**src/rtl/e203_exu_bjp_cmt_resolver.sv**
```systemverilog
// e203_exu_bjp_cmt_resolver
// Commit-side consumer of the branch/jump commit interface. Decides whether a
// committed BJP/MRET/DRET/FENCE.I needs a front-end redirect, registers the
// redirect target and holds the flush request until the IFU acknowledges it.
// Also keeps a saturating branch-misprediction counter.
//
// Handshakes (valid/ready): a transfer happens on a rising clk edge where both
// valid and ready are high. A producer holds its payload stable while valid is
// high and ready is low. cmt_i_ready depends only on the FSM state;
// flush_o_valid/pc/cause stay stable until flush_o_ready is seen high.
module e203_exu_bjp_cmt_resolver #(
  parameter int PC_SIZE = 32,
  parameter int XLEN    = 32,
  parameter int CNT_W   = 32
) (
  input  logic               clk,
  input  logic               rst_n,
  input  logic               cmt_i_valid,
  output logic               cmt_i_ready,
  input  logic               cmt_i_bjp,
  input  logic               cmt_i_jalr,
  input  logic               cmt_i_mret,
  input  logic               cmt_i_dret,
  input  logic               cmt_i_fencei,
  input  logic               cmt_i_prdt,
  input  logic               cmt_i_rslv,
  input  logic               cmt_i_rv32,
  input  logic [PC_SIZE-1:0] cmt_i_pc,
  input  logic [XLEN-1:0]    cmt_i_imm,
  input  logic [XLEN-1:0]    cmt_i_rs1,
  input  logic [PC_SIZE-1:0] csr_mepc,
  input  logic [PC_SIZE-1:0] csr_dpc,
  output logic               flush_o_valid,
  input  logic               flush_o_ready,
  output logic [PC_SIZE-1:0] flush_o_pc,
  output logic [1:0]         flush_o_cause,
  output logic [CNT_W-1:0]   mispred_cnt,
  input  logic               mispred_cnt_clr
);

  typedef enum logic {
    IDLE  = 1'b0,
    FLUSH = 1'b1
  } state_t;

  localparam logic [1:0] CAUSE_MISPRED = 2'b00;
  localparam logic [1:0] CAUSE_MRET    = 2'b01;
  localparam logic [1:0] CAUSE_DRET    = 2'b10;
  localparam logic [1:0] CAUSE_FENCEI  = 2'b11;

  state_t state;

  logic               accept;
  logic               mispred;
  logic               need_flush;
  logic [PC_SIZE-1:0] len;
  logic [PC_SIZE-1:0] imm_pc;
  logic [PC_SIZE-1:0] rs1_pc;
  logic [PC_SIZE-1:0] seq_pc;
  logic [PC_SIZE-1:0] br_sum;
  logic [PC_SIZE-1:0] br_pc;
  logic [PC_SIZE-1:0] tgt_pc;
  logic [1:0]         tgt_cause;

  assign cmt_i_ready = (state == IDLE);
  assign accept      = cmt_i_valid & cmt_i_ready;

  assign mispred    = cmt_i_bjp & (cmt_i_prdt != cmt_i_rslv);
  assign need_flush = mispred | cmt_i_mret | cmt_i_dret | cmt_i_fencei;

  // Offsets are truncated or zero-extended to the PC width; sums wrap silently.
  assign len    = cmt_i_rv32 ? PC_SIZE'(4) : PC_SIZE'(2);
  assign imm_pc = PC_SIZE'(cmt_i_imm);
  assign rs1_pc = PC_SIZE'(cmt_i_rs1);
  assign seq_pc = cmt_i_pc + len;
  assign br_sum = (cmt_i_jalr ? rs1_pc : cmt_i_pc) + imm_pc;
  // JALR targets always have bit 0 cleared.
  assign br_pc  = {br_sum[PC_SIZE-1:1], br_sum[0] & ~cmt_i_jalr};

  // Redirect target selection, priority mret > dret > fence.i > branch.
  always_comb begin
    tgt_pc    = seq_pc;
    tgt_cause = CAUSE_MISPRED;
    if (cmt_i_mret) begin
      tgt_pc    = csr_mepc;
      tgt_cause = CAUSE_MRET;
    end else if (cmt_i_dret) begin
      tgt_pc    = csr_dpc;
      tgt_cause = CAUSE_DRET;
    end else if (cmt_i_fencei) begin
      tgt_pc    = seq_pc;
      tgt_cause = CAUSE_FENCEI;
    end else if (cmt_i_rslv) begin
      tgt_pc    = br_pc;
      tgt_cause = CAUSE_MISPRED;
    end
  end

  // Flush FSM: capture target on a flushing accept, hold until acknowledged.
  always_ff @(posedge clk or negedge rst_n) begin
    if (!rst_n) begin
      state         <= IDLE;
      flush_o_valid <= 1'b0;
      flush_o_pc    <= '0;
      flush_o_cause <= 2'b00;
    end else begin
      case (state)
        IDLE: begin
          if (accept && need_flush) begin
            state         <= FLUSH;
            flush_o_valid <= 1'b1;
            flush_o_pc    <= tgt_pc;
            flush_o_cause <= tgt_cause;
          end
        end
        FLUSH: begin
          if (flush_o_valid && flush_o_ready) begin
            state         <= IDLE;
            flush_o_valid <= 1'b0;
          end
        end
        default: begin
          state         <= IDLE;
          flush_o_valid <= 1'b0;
        end
      endcase
    end
  end

  // Saturating misprediction counter; clear beats a same-cycle increment.
  always_ff @(posedge clk or negedge rst_n) begin
    if (!rst_n) begin
      mispred_cnt <= '0;
    end else if (mispred_cnt_clr) begin
      mispred_cnt <= '0;
    end else if (accept && mispred && (mispred_cnt != {CNT_W{1'b1}})) begin
      mispred_cnt <= mispred_cnt + CNT_W'(1);
    end
  end

endmodule

```
**config.mk**
```make
export PLATFORM = sky130hd
export DESIGN_NAME = e203_exu_bjp_cmt_resolver
export DESIGN_NICKNAME = d
export VERILOG_FILES = /design/src/rtl/e203_exu_bjp_cmt_resolver.sv
export SDC_FILE = /design/constraint.sdc
export NUM_CORES = 1
export LEC_CHECK = 0
export ABC_AREA = 1
export BUFFER_PORTS_ARGS = -buffer_cell sky130_fd_sc_hd__buf_2
export CELL_PAD_IN_SITES_DETAIL_PLACEMENT = 1
export CELL_PAD_IN_SITES_GLOBAL_PLACEMENT = 1
export CORE_UTILIZATION = 39
export DETAILED_ROUTE_END_ITERATION = 6
export PLACE_DENSITY_LB_ADDON = 0.25
export SKIP_CTS_REPAIR_TIMING = 1
export SLEW_MARGIN = 30
export SYNTH_ARGS = -nofsm -noshare
export SYNTH_HDL_FRONTEND = slang
export SYNTH_SLANG_ARGS = --single-unit
```
**constraint.sdc**
```tcl
create_clock -name clk -period 3.33 [get_ports clk]
set_clock_uncertainty 0.05 [all_clocks]
set_input_delay 0 -clock clk [delete_from_list [all_inputs] [get_ports clk]]
set_output_delay 0 -clock clk [all_outputs]
set_load 0.01 [all_outputs]
```
# Word level (Yosys, flattened, before mapping)
# Cells that the tools add are included.
# totals
reg_bits,68
elab_cells,44
# op_classes
add_sub_neg,3
eq_ne,4
n_mux,17
n_bitwise,8
n_reduce_logical,7
# op_table
op,count
$mux 32,7
$add 32x1->32 const B,1
$add 32x3->32,1
$add 32x32->32,1
$ne 32x32->1 const B,1
$mux 2,3
$logic_and 1x1->1,4
$mux 1,4
$ne 2x1->1 const B,2
$pmux 1 s2,2
$reduce_and 2->1,2
$and 1x1->1,3
$mux 3,1
$or 1x1->1,3
$not 1->1,2
$reduce_bool 2->1,1
$ne 1x1->1,1

# Longest topological paths before layout
# Gate-level depths: netlist of the first run.
# depth
ltp_word,8
mapped_depth,19

# Worst setup path after synthesis of the first run
# OpenSTA, ideal clock, no wires.
# synth_path
path_kind,input port to flip-flop
startpoint,input port cmt_i_jalr
endpoint,register flush_o_pc[20]
arrival_ns,2.121
required_ns,3.164
setup_slack_ns,1.043
path_stages,16
n_path_buf,1
cell_sequence,buf_1 > mux2_2 > ha_1 > fa_1 > nand3_1 > nand3_1 > nand3_1 > nand3_1 > nand2_1 > nand2_1 > nand2_1 > nand3_1 > nand3_1 > nand2_1 > nand2_1 > nand2_1
# synth_between
elab_chain_cells,6
# synth_rtl
element,line_no,rtl
start: declaration,21,"input logic cmt_i_jalr,"
$mux 32,76,assign br_sum = (cmt_i_jalr ? rs1_pc : cmt_i_pc) + imm_pc;
$add 32x32->32,76,
$mux 32,93,end else if (cmt_i_rslv) begin
$mux 32,90,end else if (cmt_i_fencei) begin
$mux 32,87,end else if (cmt_i_dret) begin
$mux 32,84,if (cmt_i_mret) begin
end signal: assignment,112,flush_o_pc <= tgt_pc;
end: declaration,35,"output logic [PC_SIZE-1:0] flush_o_pc,"
# Every way passes these cells.
# A chain may end at the register's enable or synchronous reset.

# Worst setup path after layout of the first run
# layout_path
startpoint,input port cmt_i_jalr
endpoint,register flush_o_pc[30]
# The elaborated chain is that of the path after synthesis.

==> flow_metrics.env, run 1 <==
export IMPL_outcome="complete, but fails checks"
export IMPL_violations="hold timing"
export IMPL_placed_cell_area_sq_mm=0.00960
export IMPL_pre_cts_ws_ps=334
export IMPL_slew_headroom=0.441
export IMPL_cts_tree="built"
export IMPL_drive_gt1_frac=0.200
export IMPL_avgSynthCellArea_sq_um=5.80
export IMPL_max_cap_violations=0
export IMPL_wl_met2_mm=16.8
export IMPL_core_area_sq_mm=0.0204
export IMPL_setup_ws_ps=308
export IMPL_ys_seq_area_frac=0.207
export IMPL_setup_viol=0
export IMPL_antenna_left=0
export IMPL_dr_total_vias=10213
export IMPL_final_hold_violation_count=20
export IMPL_synth_area_sq_mm=0.00821
export IMPL_fin_cells=1937
export IMPL_cts_sinks=68
export IMPL_cts_root_buffer="clkbuf_16"
export IMPL_min_period_over_period=0.907
export IMPL_hp_class="input port to flop"
export IMPL_die_area_sq_mm=0.0216
export IMPL_row_count=52
export IMPL_area_growth_pct=23.5
export IMPL_route_detailed_wl_per_inst_um=18.5
export IMPL_hpwl_mm=28.9
export IMPL_worst_pin_slew_ps=838
export IMPL_synth_seq_cells=68
export IMPL_p_per_area_mw_per_mm2=390
export IMPL_initial_utilization=0.402
export IMPL_end_kind="flop"
export IMPL_path_class="input port to flop"
export IMPL_synth_fp_nets=1624
export IMPL_synth_enable_flop_cells=0
export IMPL_ys_types=53
export IMPL_dp_cells=1897
export IMPL_clk_pin_slew_ps=60
export IMPL_drt_iter0_markers=552
export IMPL_slew_violations=0
export IMPL_max_stage_delay_ps=550
export IMPL_drc=0
export IMPL_chipHeight_um=147
export IMPL_io_pins=241
export IMPL_placement_io_buffers=240
export IMPL_route_layer_met1_wl_mm=16.2
export IMPL_cp_common_cell="nand2_1"
export IMPL_top_layer="met4"
export IMPL_fin_hold_ws_ps=-68.7
export IMPL_crit_path_start_kind="input port"
export IMPL_min_period_ps=3020
export IMPL_yosys_warnings=0
export IMPL_routed_wl_mm=35.8
export IMPL_grt_pass1_vias=10063
export IMPL_clockBufferDepth=2
export IMPL_p_leak_nw=5.71
export IMPL_layout_commonest_cell="nand2_1"
export IMPL_routed_wl_met3_mm=1.96
export IMPL_crit_path_max_fanout=41
export IMPL_grt_max_degree=61
export IMPL_tns_ps=0
export IMPL_synth_flop_cell="dfrtp_1"
export IMPL_drt_pass1_iter_count=5
export IMPL_vias_per_cell=5.27
export IMPL_cp_slowest_cell="dlygate4sd3_1"
export IMPL_dieWidth_um=147
export IMPL_cts_buffers=9
export IMPL_layout_common_cells="nand2_1 (511), buf_2 (240), inv_1 (195)"
export IMPL_gp_congestion=0.924
export IMPL_grt_pass1_wl_mm=54.8
export IMPL_timing_fmax_mhz=331
export IMPL_grt_setup_unrepaired="no"
export IMPL_cp_arrival_ps=3190
export IMPL_nets=1869
export IMPL_antenna_found_initial=1
export IMPL_ys_async_sr_fraction=1.00
export IMPL_finalPower_mw=3.95
export IMPL_grtUsageTotal=0.326
export IMPL_ir_drop_mv=0.276
export IMPL_final_area_sq_mm=0.0101
export IMPL_finish_utilization=0.496
export IMPL_overflow=0
export IMPL_timing_critical_path_required_ps=3500
export IMPL_crit_chain="buf_2 > buf_12 > mux2_2 > ha_1 > nand2_1 > inv_1 > nand2_1 > inv_1 > a21oi_1 > nand2_1 > nand2_1 > nand2_1 > nand2_1 > nand3_1 > nand2_1 > nand2_1 > nand2_1 > dlygate4sd3_1 > nand2_1"
export IMPL_htreeDepth=3
export IMPL_synth_cells=1415
export IMPL_insertion_delay_ps=340
## power breakdown
part	switching [mW]	internal, mW	leakage, nW
clock network	0.388	0.603	0.150
registers	0.133	1.04	0.884
logic	1.15	0.629	4.68
## cell type report
class	instances	area [sq um]
timing repair buffer	269	1490
tap	270	338
clock inverter	5	61.3
multi-input combinational	1105	5520
fill	2980	10300
clock buffer	11	243
antenna	2	5.00
inverter	207	781
sequential	68	1700
## path summary, 6_finish.rpt
path	startpoint	end	slack (ps)	cells after the start
setup / recovery	cmt_i_jalr	flush_o_pc[30]$_DFFE_PN0P_	310	19
hold / removal	csr_dpc[26]	flush_o_pc[26]$_DFFE_PN0P_	-70	5
setup reg to reg	state$_DFF_PN0_	flush_o_pc[30]$_DFFE_PN0P_	350	8
hold reg to reg	flush_o_pc[6]$_DFFE_PN0P_	flush_o_pc[6]$_DFFE_PN0P_	430	2
max in group asynchronous	rst_n	mispred_cnt[24]$_DFFE_PN0P_	1940	3
min in group asynchronous	rst_n	mispred_cnt[9]$_DFFE_PN0P_	250	2
## cells in the mapped netlist (8+ instances only)
cell / instances / area, sq um
nand2_1: 511 / 1920
inv_1: 195 / 732
nor2_1: 156 / 586
nand3_1: 87 / 435
a21oi_1: 86 / 430
dfrtp_1: 68 / 1700
o21ai_0: 51 / 255
ha_1: 34 / 425
xor2_1: 21 / 184
nor3_1: 19 / 95.1
o21ai_1: 19 / 95.1
clkbuf_1: 18 / 67.6
nand4_1: 12 / 75.1
nor2_2: 11 / 68.8
inv_2: 9 / 33.8
a31oi_1: 8 / 50.1
buf_2: 8 / 40.0
nand2_2: 8 / 50.1
nor2_4: 8 / 90.1
## sequential cells by signal (all words and copies together) (netlist names)
| signal | flops |
|---|---|
| flush_o_cause | 2 |
| flush_o_pc | 32 |
| flush_o_valid | 1 |
| mispred_cnt | 32 |
| state | 1 |
## layer usage
| metal | vias to the layer above | track usage |
|---|---|---|
| met3 | 53 | 0.0435 |
| li1 | 4980 | - |
| met5 | - | 0 |
| met2 | 359 | 0.546 |
| met4 | 0 | 0.0753 |
| met1 | 4821 | 0.442 |
## cell families after synthesis
family,Yosys count,share of synthesized area
AOI/OAI and AO/OA,194,0.131
xor gates and xnor gates,26,0.0277
adders and majority gates,36,0.0567
buffers and inverters,242,0.120
DFF,68,0.207
muxes,6,0.00823
and+or+nand+nor,843,0.449
## critical path, delay by kind of cell
kind	cells	cell delay (ps)
AO/OA/AOI/OAI	1	150
buffers and inverters	5	1270
adder cells (fa/ha/maj)	1	350
AND/OR/NAND/NOR	11	1030
multiplexers	1	370
Note: power is estimated with default switching activity, not from simulation.
==> inputs of run 2 (changes only) <==
--- a/config.mk
+++ b/config.mk
@@ -6,7 +6,7 @@
 export NUM_CORES = 1
 export LEC_CHECK = 0
 export ABC_AREA = 1
-export BUFFER_PORTS_ARGS = -buffer_cell sky130_fd_sc_hd__buf_2
+export BUFFER_PORTS_ARGS = -buffer_cell sky130_fd_sc_hd__buf_4
 export CELL_PAD_IN_SITES_DETAIL_PLACEMENT = 1
 export CELL_PAD_IN_SITES_GLOBAL_PLACEMENT = 1
 export CORE_UTILIZATION = 39
==> constraint.sdc (replaced) <==
create_clock -name clk -period 3.9 [get_ports clk]
set_clock_uncertainty 0.05 [all_clocks]
set_input_delay 0 -clock clk [delete_from_list [all_inputs] [get_ports clk]]
set_output_delay 0 -clock clk [all_outputs]
set_load 0.05 [all_outputs]
==> run 2 against run 1 <==
Net effect:
- the run still ends with hold timing left
- sequential share of layout area decreased by 1.1 points
- via count rose by 3.0%
- critical path depth is 2 lower
- total power increased by 7.4%
- critical path type unchanged
- highest routed layer unchanged
==> flow_metrics.env, run 2 (synthesis gave the netlist of run 1 again) <==
export IMPL_outcome="complete, but fails checks"
export IMPL_violations="hold timing"
export IMPL_hpwl_mm=29.2
export IMPL_fin_cells=1943
export IMPL_multi_input_area_sq_mm=0.00552
export IMPL_crit_path_max_fanout=59
export IMPL_r2r_cells=8
export IMPL_route_detailed_wl_per_inst_um=19.5
export IMPL_cts_tree="built"
export IMPL_netSwitchingFraction=0.487
export IMPL_grt_pass1_vias=10477
export IMPL_fin_hold_ws_ps=-56.3
export IMPL_io_pins=241
export IMPL_cts_buffers=9
export IMPL_sequentialPowerShare=0.241
export IMPL_cp_startpoint="cmt_i_jalr"
export IMPL_ir_drop_mv=0.429
export IMPL_area_growth_pct=31.8
export IMPL_antenna_left=0
export IMPL_drc=0
export IMPL_core_area_sq_mm=0.0204
export IMPL_cts_sinks=68
export IMPL_grt_max_degree=69
export IMPL_cp_arrival_ps=3510
export IMPL_r2r_start="state$_DFF_PN0_"
export IMPL_p_leak_nw=5.89
export IMPL_cts_root_buffer="clkbuf_16"
export IMPL_htreeDepth=3
export IMPL_slew_headroom=0.421
export IMPL_slew_violations=0
export IMPL_seqCellArea_sq_mm=0.00170
export IMPL_placement_io_buffers=240
export IMPL_end_kind="flop"
export IMPL_antenna_found_initial=2
export IMPL_finalPower_mw=4.24
export IMPL_clockBufferDepth=2
export IMPL_routed_wl_mm=37.9
export IMPL_worst_pin_slew_ps=867
export IMPL_timing_critical_path_required_ps=4080
export IMPL_setup_viol=0
export IMPL_nFillCells=2915
export IMPL_layout_commonest_cell="nand2_1"
export IMPL_gp_congestion=0.979
export IMPL_chipHeight_um=147
export IMPL_p_per_area_mw_per_mm2=392
export IMPL_row_count=52
export IMPL_die_area_sq_mm=0.0216
export IMPL_vias_per_cell=5.42
export IMPL_dp_cells=1893
export IMPL_reg2reg_slack_ps=780
export IMPL_min_period_over_period=0.854
export IMPL_switchingPower_mw=2.07
export IMPL_tns_ps=0
export IMPL_comb_power_share=0.543
export IMPL_largestRegisters="flush_o_pc x32, mispred_cnt x32, flush_o_cause x2"
export IMPL_insertion_delay_ps=340
export IMPL_hold_path_startpoint="csr_mepc[11]"
export IMPL_timing_rr_end="flush_o_pc[31]$_DFFE_PN0P_"
export IMPL_initial_utilization=0.402
export IMPL_min_delay_path_depth=3
export IMPL_finish_utilization=0.530
export IMPL_timing_fmax_mhz=300
export IMPL_dr_total_vias=10522
export IMPL_crit_path_start_kind="input port"
export IMPL_grt_setup_unrepaired="no"
export IMPL_p_int_mw=2.17
export IMPL_nets=1875
export IMPL_max_cap_violations=0
export IMPL_path_class="input port to flop"
export IMPL_layout_common_cells="nand2_1 (511), buf_4 (242), inv_1 (195)"
export IMPL_worstHoldEndpoint="flush_o_pc[11]$_DFFE_PN0P_"
export IMPL_dieWidth_um=147
export IMPL_min_period_ps=3330
export IMPL_drive_gt1_frac=0.197
export IMPL_hp_class="input port to flop"
export IMPL_drt_pass1_iter_count=6
export IMPL_drt_iter0_markers=567
export IMPL_power_share_clock=0.216
export IMPL_final_hold_violation_count=15
export IMPL_grt_pass1_wl_mm=57.1
export IMPL_clk_pin_slew_ps=60
export IMPL_overflow=0
export IMPL_grtUsageTotal=0.339
==> run 2: cell types whose count changed in the layout (fill, tap and decap cells not counted) <==
cell,before,now
buf_12,1,0
buf_2,240,0
buf_4,6,242
buf_6,0,1
bufinv_16,1,2
clkbuf_1,1,0
clkinv_4,3,0
clkinvlp_4,0,3
dlygate4sd3_1,22,32
==> run 2: through the flow <==
stage	setup slack (ps)	instance area, sq um
finish	570	10800
global route	451	10800
CTS	1070	10500
detailed placement	710	10200
global placement	829	10200
floorplan	1610	8210
==> run 2: worst max-delay path, cell delays in order <==
cell,delay (ps)
buf_4,450
mux2_2,400
ha_1,250
fa_1,480
nand3_1,140
nand3_1,230
nand2_1,180
nand2_1,170
nand2_1,140
nand3_1,80
nand2_1,80
nand3_1,70
nand2_1,90
nand2_1,50
nand2_1,50
dlygate4sd3_1,560
nand2_1,50
==> run 2: area by class of cell <==
| cell class | count | area share |
|---|---|---|
| clock inverters | 6 | 0.00810 |
| well taps | 270 | 0.0312 |
| flip-flops and latches | 68 | 0.157 |
| diodes | 2 | 0.000463 |
| inverters | 207 | 0.0722 |
| multi-input cells | 1105 | 0.510 |
| clock buffers | 10 | 0.0221 |
| repair buffers | 275 | 0.199 |
==> run 2: worst max path at each step <==
stage	end	slack [ps]
finish	flush_o_pc[24]$_DFFE_PN0P_	570
detailed placement	flush_o_pc[8]$_DFFE_PN0P_	710
CTS	flush_o_pc[8]$_DFFE_PN0P_	1070
floorplan	flush_o_pc[20]$_DFFE_PN0P_	1610
global route	flush_o_pc[24]$_DFFE_PN0P_	450
global placement	flush_o_pc[8]$_DFFE_PN0P_	830
==> run 2: per-layer routing <==
layer  vias up  wire length, um  GRT usage
li1       4978                -          -
met1      5019            16000      0.445
met2       440            17900      0.554
met3        85             2380     0.0534
met4         0             1590      0.133
met5         -                0          0
==> run 2: power by group through the flow <==
stage | Clock, mW | Combinational (mW) | Sequential [mW]
after floorplan | 0 | 0.814 | 1.62
after global placement | 0 | 2.17 | 1.01
after detailed placement | 0 | 2.22 | 1.01
after CTS | 0.916 | 2.23 | 1.01
after global routing | 0.947 | 2.46 | 1.04
final | 0.914 | 2.30 | 1.02
